File: config.mk
export PLATFORM = sky130hd
export DESIGN_NAME = uart_tx_mmio
export DESIGN_NICKNAME = d
export VERILOG_FILES = /design/src/rtl/uart_tx_mmio.sv
export SDC_FILE = /design/constraint.sdc
export NUM_CORES = 1
export LEC_CHECK = 0
export CAP_MARGIN = 10
export CORE_MARGIN = 1.5
export CORE_UTILIZATION = 30
export DETAILED_ROUTE_END_ITERATION = 16
export GPL_ROUTABILITY_DRIVEN = 0
export GPL_TIMING_DRIVEN = 0
export HOLD_SLACK_MARGIN = 0.05
export SLEW_MARGIN = 30
export SYNTH_ARGS = -nofsm -noshare
export SYNTH_HDL_FRONTEND = slang
export SYNTH_SLANG_ARGS = --single-unit
File: constraint.sdc
create_clock -name clk -period 3.5 [get_ports clk]
set_input_delay 0.7 -clock clk [delete_from_list [all_inputs] [get_ports clk]]
set_output_delay 0.7 -clock clk [all_outputs]
set_load 0.02 [all_outputs]
File: src/rtl/uart_tx_mmio.sv
// Memory-mapped UART transmitter: TXDATA pushes into a FIFO, bytes go out LSB first on tx.
// Define UART_TX_PARITY_EN to insert an even parity bit between the data and stop bits.
module uart_tx_mmio #(
    parameter logic [31:0] BASE_ADDR   = 32'h0000_0400,
    parameter int unsigned FIFO_DEPTH  = 4,
    parameter logic [15:0] DEFAULT_DIV = 16'd868
) (
    input  logic        clk,
    input  logic        reset,
    input  logic [3:0]  memWMask,
    input  logic [31:0] addr,
    input  logic [31:0] memWdata,
    output logic [31:0] memRdata,
    output logic        hit,
    output logic        tx,
    output logic        busy
);
    localparam int unsigned PtrW = $clog2(FIFO_DEPTH);
    localparam int unsigned CntW = $clog2(FIFO_DEPTH + 1);
    localparam logic [CntW-1:0] FullCount = CntW'(FIFO_DEPTH);

    typedef enum logic [2:0] {StIdle, StStart, StData, StParity, StStop} state_e;
    state_e state_q, state_d;

    logic [7:0]      fifo_q [FIFO_DEPTH];
    logic [PtrW-1:0] wptr_q, rptr_q;
    logic [CntW-1:0] count_q;
    logic [3:0]      count_field;
    logic            overflow_q;
    logic [15:0]     bauddiv_q, bauddiv_new;
    logic [15:0]     div_q, baud_cnt_q;
    logic [2:0]      bit_cnt_q;
    logic [7:0]      shift_q;
    logic            parity_q;
    logic            full, empty, push, pop, bit_end, tx_active;
    logic            wr_txdata, wr_status, wr_baud_lo, wr_baud_hi;
    logic            unused_wdata;

    assign hit        = (addr[31:4] == BASE_ADDR[31:4]);
    assign wr_txdata  = hit && (addr[3:0] == 4'h0) && memWMask[0];
    assign wr_status  = hit && (addr[3:0] == 4'h4) && memWMask[0];
    assign wr_baud_lo = hit && (addr[3:0] == 4'h8) && memWMask[0];
    assign wr_baud_hi = hit && (addr[3:0] == 4'h8) && memWMask[1];
    assign unused_wdata = ^{memWdata[31:16], memWMask[3:2]};

    assign full  = (count_q == FullCount);
    assign empty = (count_q == '0);
    // A full FIFO still accepts a byte when the head leaves in the same cycle.
    assign push  = wr_txdata && (!full || pop);
    assign busy  = !empty || tx_active;
    assign count_field = 4'(count_q);
    assign bit_end = (baud_cnt_q == div_q - 16'd1);

    assign bauddiv_new = {wr_baud_hi ? memWdata[15:8] : bauddiv_q[15:8],
                          wr_baud_lo ? memWdata[7:0]  : bauddiv_q[7:0]};

    always_ff @(posedge clk) begin
        if (reset) begin
            wptr_q     <= '0;
            rptr_q     <= '0;
            count_q    <= '0;
            overflow_q <= 1'b0;
            bauddiv_q  <= DEFAULT_DIV;
        end else begin
            if (push) wptr_q <= wptr_q + 1'b1;
            if (pop)  rptr_q <= rptr_q + 1'b1;
            count_q <= count_q + CntW'(push) - CntW'(pop);
            if (wr_txdata && full && !pop) overflow_q <= 1'b1;
            else if (wr_status && memWdata[3]) overflow_q <= 1'b0;
            if (wr_baud_lo || wr_baud_hi) begin
                bauddiv_q <= (bauddiv_new == 16'd0) ? 16'd1 : bauddiv_new;
            end
        end
    end

    always_ff @(posedge clk) begin
        if (push) fifo_q[wptr_q] <= memWdata[7:0];
    end

    always_ff @(posedge clk) begin
        if (reset) state_q <= StIdle;
        else       state_q <= state_d;
    end

    // Leaving STOP with data queued pops directly so frames run back to back.
    always_comb begin
        state_d = state_q;
        pop     = 1'b0;
        unique case (state_q)
            StIdle: if (!empty) begin
                state_d = StStart;
                pop     = 1'b1;
            end
            StStart: if (bit_end) state_d = StData;
            StData: if (bit_end && bit_cnt_q == 3'd7) begin
`ifdef UART_TX_PARITY_EN
                state_d = StParity;
`else
                state_d = StStop;
`endif
            end
            StParity: if (bit_end) state_d = StStop;
            StStop: if (bit_end) begin
                if (!empty) begin
                    state_d = StStart;
                    pop     = 1'b1;
                end else begin
                    state_d = StIdle;
                end
            end
            default: state_d = StIdle;
        endcase
    end

    always_comb begin
        tx        = 1'b1;
        tx_active = 1'b1;
        unique case (state_q)
            StIdle:   tx_active = 1'b0;
            StStart:  tx = 1'b0;
            StData:   tx = shift_q[0];
            StParity: tx = parity_q;
            default:  tx = 1'b1;
        endcase
    end

    always_ff @(posedge clk) begin
        if (reset) begin
            baud_cnt_q <= '0;
            bit_cnt_q  <= '0;
            shift_q    <= '0;
            parity_q   <= 1'b0;
            div_q      <= DEFAULT_DIV;
        end else if (pop) begin
            shift_q    <= fifo_q[rptr_q];
            parity_q   <= ^fifo_q[rptr_q];
            div_q      <= bauddiv_q;
            baud_cnt_q <= '0;
            bit_cnt_q  <= '0;
        end else if (state_q != StIdle) begin
            if (bit_end) begin
                baud_cnt_q <= '0;
                if (state_q == StData) begin
                    shift_q   <= {1'b0, shift_q[7:1]};
                    bit_cnt_q <= bit_cnt_q + 3'd1;
                end
            end else begin
                baud_cnt_q <= baud_cnt_q + 16'd1;
            end
        end
    end

    always_comb begin
        memRdata = '0;
        if (hit) begin
            case (addr[3:0])
                4'h4: memRdata = {20'd0, count_field, 4'd0, overflow_q, tx_active, empty, full};
                4'h8: memRdata = {16'd0, bauddiv_q};
                default: memRdata = '0;
            endcase
        end
    end
endmodule
==> run_results.csv <==
group,metric,value,unit
sta,holdWs,0.468,ns
worst_setup_path,crit_family,"simple AND/OR/NAND/NOR gates",
floorplan,die_w,139,µm
yosys,syn_avg_cell_area,9.95,µm²
power_and_ir_drop,p_per_area,503,nW/µm²
global_routing,antenna_found_initial,0,
routing,totalWireLength,14000,µm
worst_setup_path,start_kind,"input pin",
global_routing,grt_pass1_wl,22800,µm
global_routing,grt_use_total,0.147,
clock_tree,insertion_delay,0.35,ns
yosys,synth_top_area_share,0.265,
worst_setup_path,max_stage_delay,0.50,ns
hold_path,hold_class,"flip-flop to flip-flop",
sta,slew_viol_final,0,
yosys,synth.most_common_cell,"dfxtp_1",
final_layout,drive_above_1_share,0.214,
floorplan,die_h,139,µm
final_layout,diodes,0,
yosys,syn_area,5520,µm²
sta,fin_crit_sh,0.995,
yosys,yosys_warnings,0,
place,dpl.hpwl,10300,µm
floorplan,row_count,49,
worst_setup_path,r2r_setup_slack,0.04,ns
global_routing,grt_max_degree,22,
flow_run,max_cap_viol_count,0,
worst_setup_path,end_kind,"flip-flop",
sta,setup_violations,0,
routing,drt-wirelength-per-cell,15.5,µm
clock_tree,numClockSinks,105,
sta,tightest_slew,0.666,ns
worst_setup_path,worst-path-max-fanout,2,
worst_setup_path,critical_path_buf_inv_count,5,
yosys,netlist_top_cells_area,"dfxtp_1, edfxtp_1, mux2i_1",
routing,avgViaCountPerCell,4.92,
routing,firstDrtPassIters,5,
worst_setup_path,criticalPathCategory,"input pin to flip-flop",
sta,max_freq,287,MHz
floorplan,core,18000,µm²
sta,tns,0,ns
final_layout,fillers,1772,
clock_tree,cts_buffers,9,
sta,relSlewSlack,0.556,
clock_tree,ctsRootBufferMaster,"clkbuf_16",
floorplan,pin_count,105,
yosys,syn_inst,555,
clock_tree,cts_tree,"done",
yosys,async_reset_ff_frac,0,
worst_setup_path,arrival,3.77,ns
routing,drtIter0Drc,247,
yosys,synth_ff_type,"dfxtp_1",
routing,vias,4462,
final_layout,fin_nets,753,
worst_setup_path,slowest_stage,"fa_2",
floorplan,start_util,0.306,
sta,finalHoldViolCount,0,
yosys,ys_ff_latch,105,
power_and_ir_drop,p_leak,2.82,nW
clock_tree,h-tree-depth,3,
worst_setup_path,crit_chain,"clkdlybuf4s50_1 > nor4_1 > nand3_2 > nor4_4 > buf_4 > buf_4 > or4bb_4 > nor2_4 > inv_2 > ha_4 > inv_2 > ha_4 > fa_2 > nor2b_1",
floorplan,die_area,19200,µm²
routing,drc,0,
power_and_ir_drop,ir_drop,0.000280,V
final_layout,ff_latch_area,2440,µm²
routing,ant_nets,0,
clock_tree,clockBufferDepth,2,
status,status,"completed",
yosys,seq_area_frac_synth,0.439,
sta,fin_skew,0.00774,ns
yosys,synth_edf_count,32,
global_routing,grt_pass1_vias,4515,
yosys,synth.top_cells.by_count,"dfxtp_1, nor2_1, nand2_1",
global_routing,grt-ovfl-total,0,
final_layout,syn2layout_area_growth,32.3,%
worst_setup_path,critical_path_required,3.79,ns
clock_tree,clkTransAtPathRegs,0.07,ns
yosys,synth_cell_type_count,69,
yosys,yosys.area.top_type,"dfxtp_1",
sta,period_needed,3.48,ns
final_layout,multi_input_area,3030,µm²
sta,grt_setup_unrepaired,"yes",
place,numPortBuffers,69,
[worst register-to-register path: stages, from the launching register on]
cell and delay [ns]:
dfxtp_4 0.36, or4_4 0.52, o41a_1 0.45, a211oi_2 0.18
a211oi_2 0.08, o22a_2 0.29, a311oi_4 0.41, nor2_4 0.06
inv_2 0.08, ha_4 0.19, inv_2 0.05, ha_4 0.12
fa_2 0.41, nor2b_1 0.13
[path summary, 6_finish.rpt]
check / depth (start not counted) / to / start
hold / removal: 2 / shift_q[0] / shift_q[1]
setup reg to reg: 13 / count_q[1] / div_q[5]
hold reg to reg: 2 / shift_q[0] / shift_q[1]
setup / recovery: 14 / count_q[1] / addr[27]
[power by group]
group | leakage (nW) | total [mW] | switching [mW] | internal, mW
sequential | 0.883 | 1.42 | 0.0810 | 1.34
clock | 0.157 | 1.05 | 0.498 | 0.552
combinational | 1.78 | 1.20 | 0.612 | 0.590
total | 2.82 | 3.68 | 1.19 | 2.48
[per-layer routing]
metal | wire, µm | track usage | vias up
met3 | 612 | 0.0273 | 13
met1 | 6350 | 0.186 | 2138
met4 | 221 | 0.0565 | 0
met2 | 6820 | 0.251 | 117
li1 | - | - | 2194
met5 | 0 | 0 | -
[cells by family (layout without fill, tap and decap cells)]
| logic type | Yosys count | after routing | share of synthesized area |
|---|---|---|---|
| fa+ha+maj | 11 | 11 | 0.0263 |
| simple gates | 224 | 224 | 0.222 |
| mux | 35 | 35 | 0.0820 |
| xor+xnor | 44 | 44 | 0.0698 |
| buf+inv | 60 | 167 | 0.0596 |
| other cells | 1 | 16 | 0.000679 |
| flops | 105 | 105 | 0.439 |
| compound gates | 75 | 75 | 0.101 |
[repair_timing]
item | 4_1_cts | 5_1_grt
buffers inserted | 25 | 2
setup endpoints to repair | 19 | 52
pin swaps | 20 | 20
hold buffers | 0 | 0
resized for setup | 80 | 34
[sequential cells by signal, summed over array words and instances (netlist names), named ones only]
name        flops
count_q         3
rptr_q          2
wptr_q          2
state_q         3
overflow_q      1
baud_cnt_q     16
shift_q         8
parity_q        1
div_q          16
bauddiv_q      16
bit_cnt_q       3
fifo_q         32
[cells in the final DEF, fill, tap and decap left out, drive strengths merged, types with 17 or more instances in the layout]
cell	n
dfxtp	73
nor2	55
buf	54
nand2	50
clkdlybuf4s50	35
edfxtp	32
clkbuf	28
xnor2	27
mux2i	25
a21oi	21
and3	18
nor4	18
xor2	17
inv	17
[per-stage QoR]
stage          area (µm²)  cells  setup WS (ns)  utilization  power, mW
2_1_floorplan        5590    570         0.0453            -       2.31
4_1_cts              7190    905        -0.0571        0.399       3.69
3_5_place_dp         6560    868          -1.10        0.364       2.59
5_1_grt              7300    906        -0.0787        0.405       3.87
6_report             7300    906         0.0165        0.405       3.68
3_3_place_gp         6560    868          -1.12        0.364       2.56
[area by class of cell]
class | instances | area share
Inverter | 14 | 0.00720
Multi-Input combinational cell | 405 | 0.415
Buffer | 41 | 0.0358
Clock buffer | 10 | 0.0343
Sequential cell | 105 | 0.335
Clock inverter | 6 | 0.00925
Tap cell | 229 | 0.0392
Timing Repair Buffer | 96 | 0.124
No activity file was read; power rests on OpenSTA's default activity.
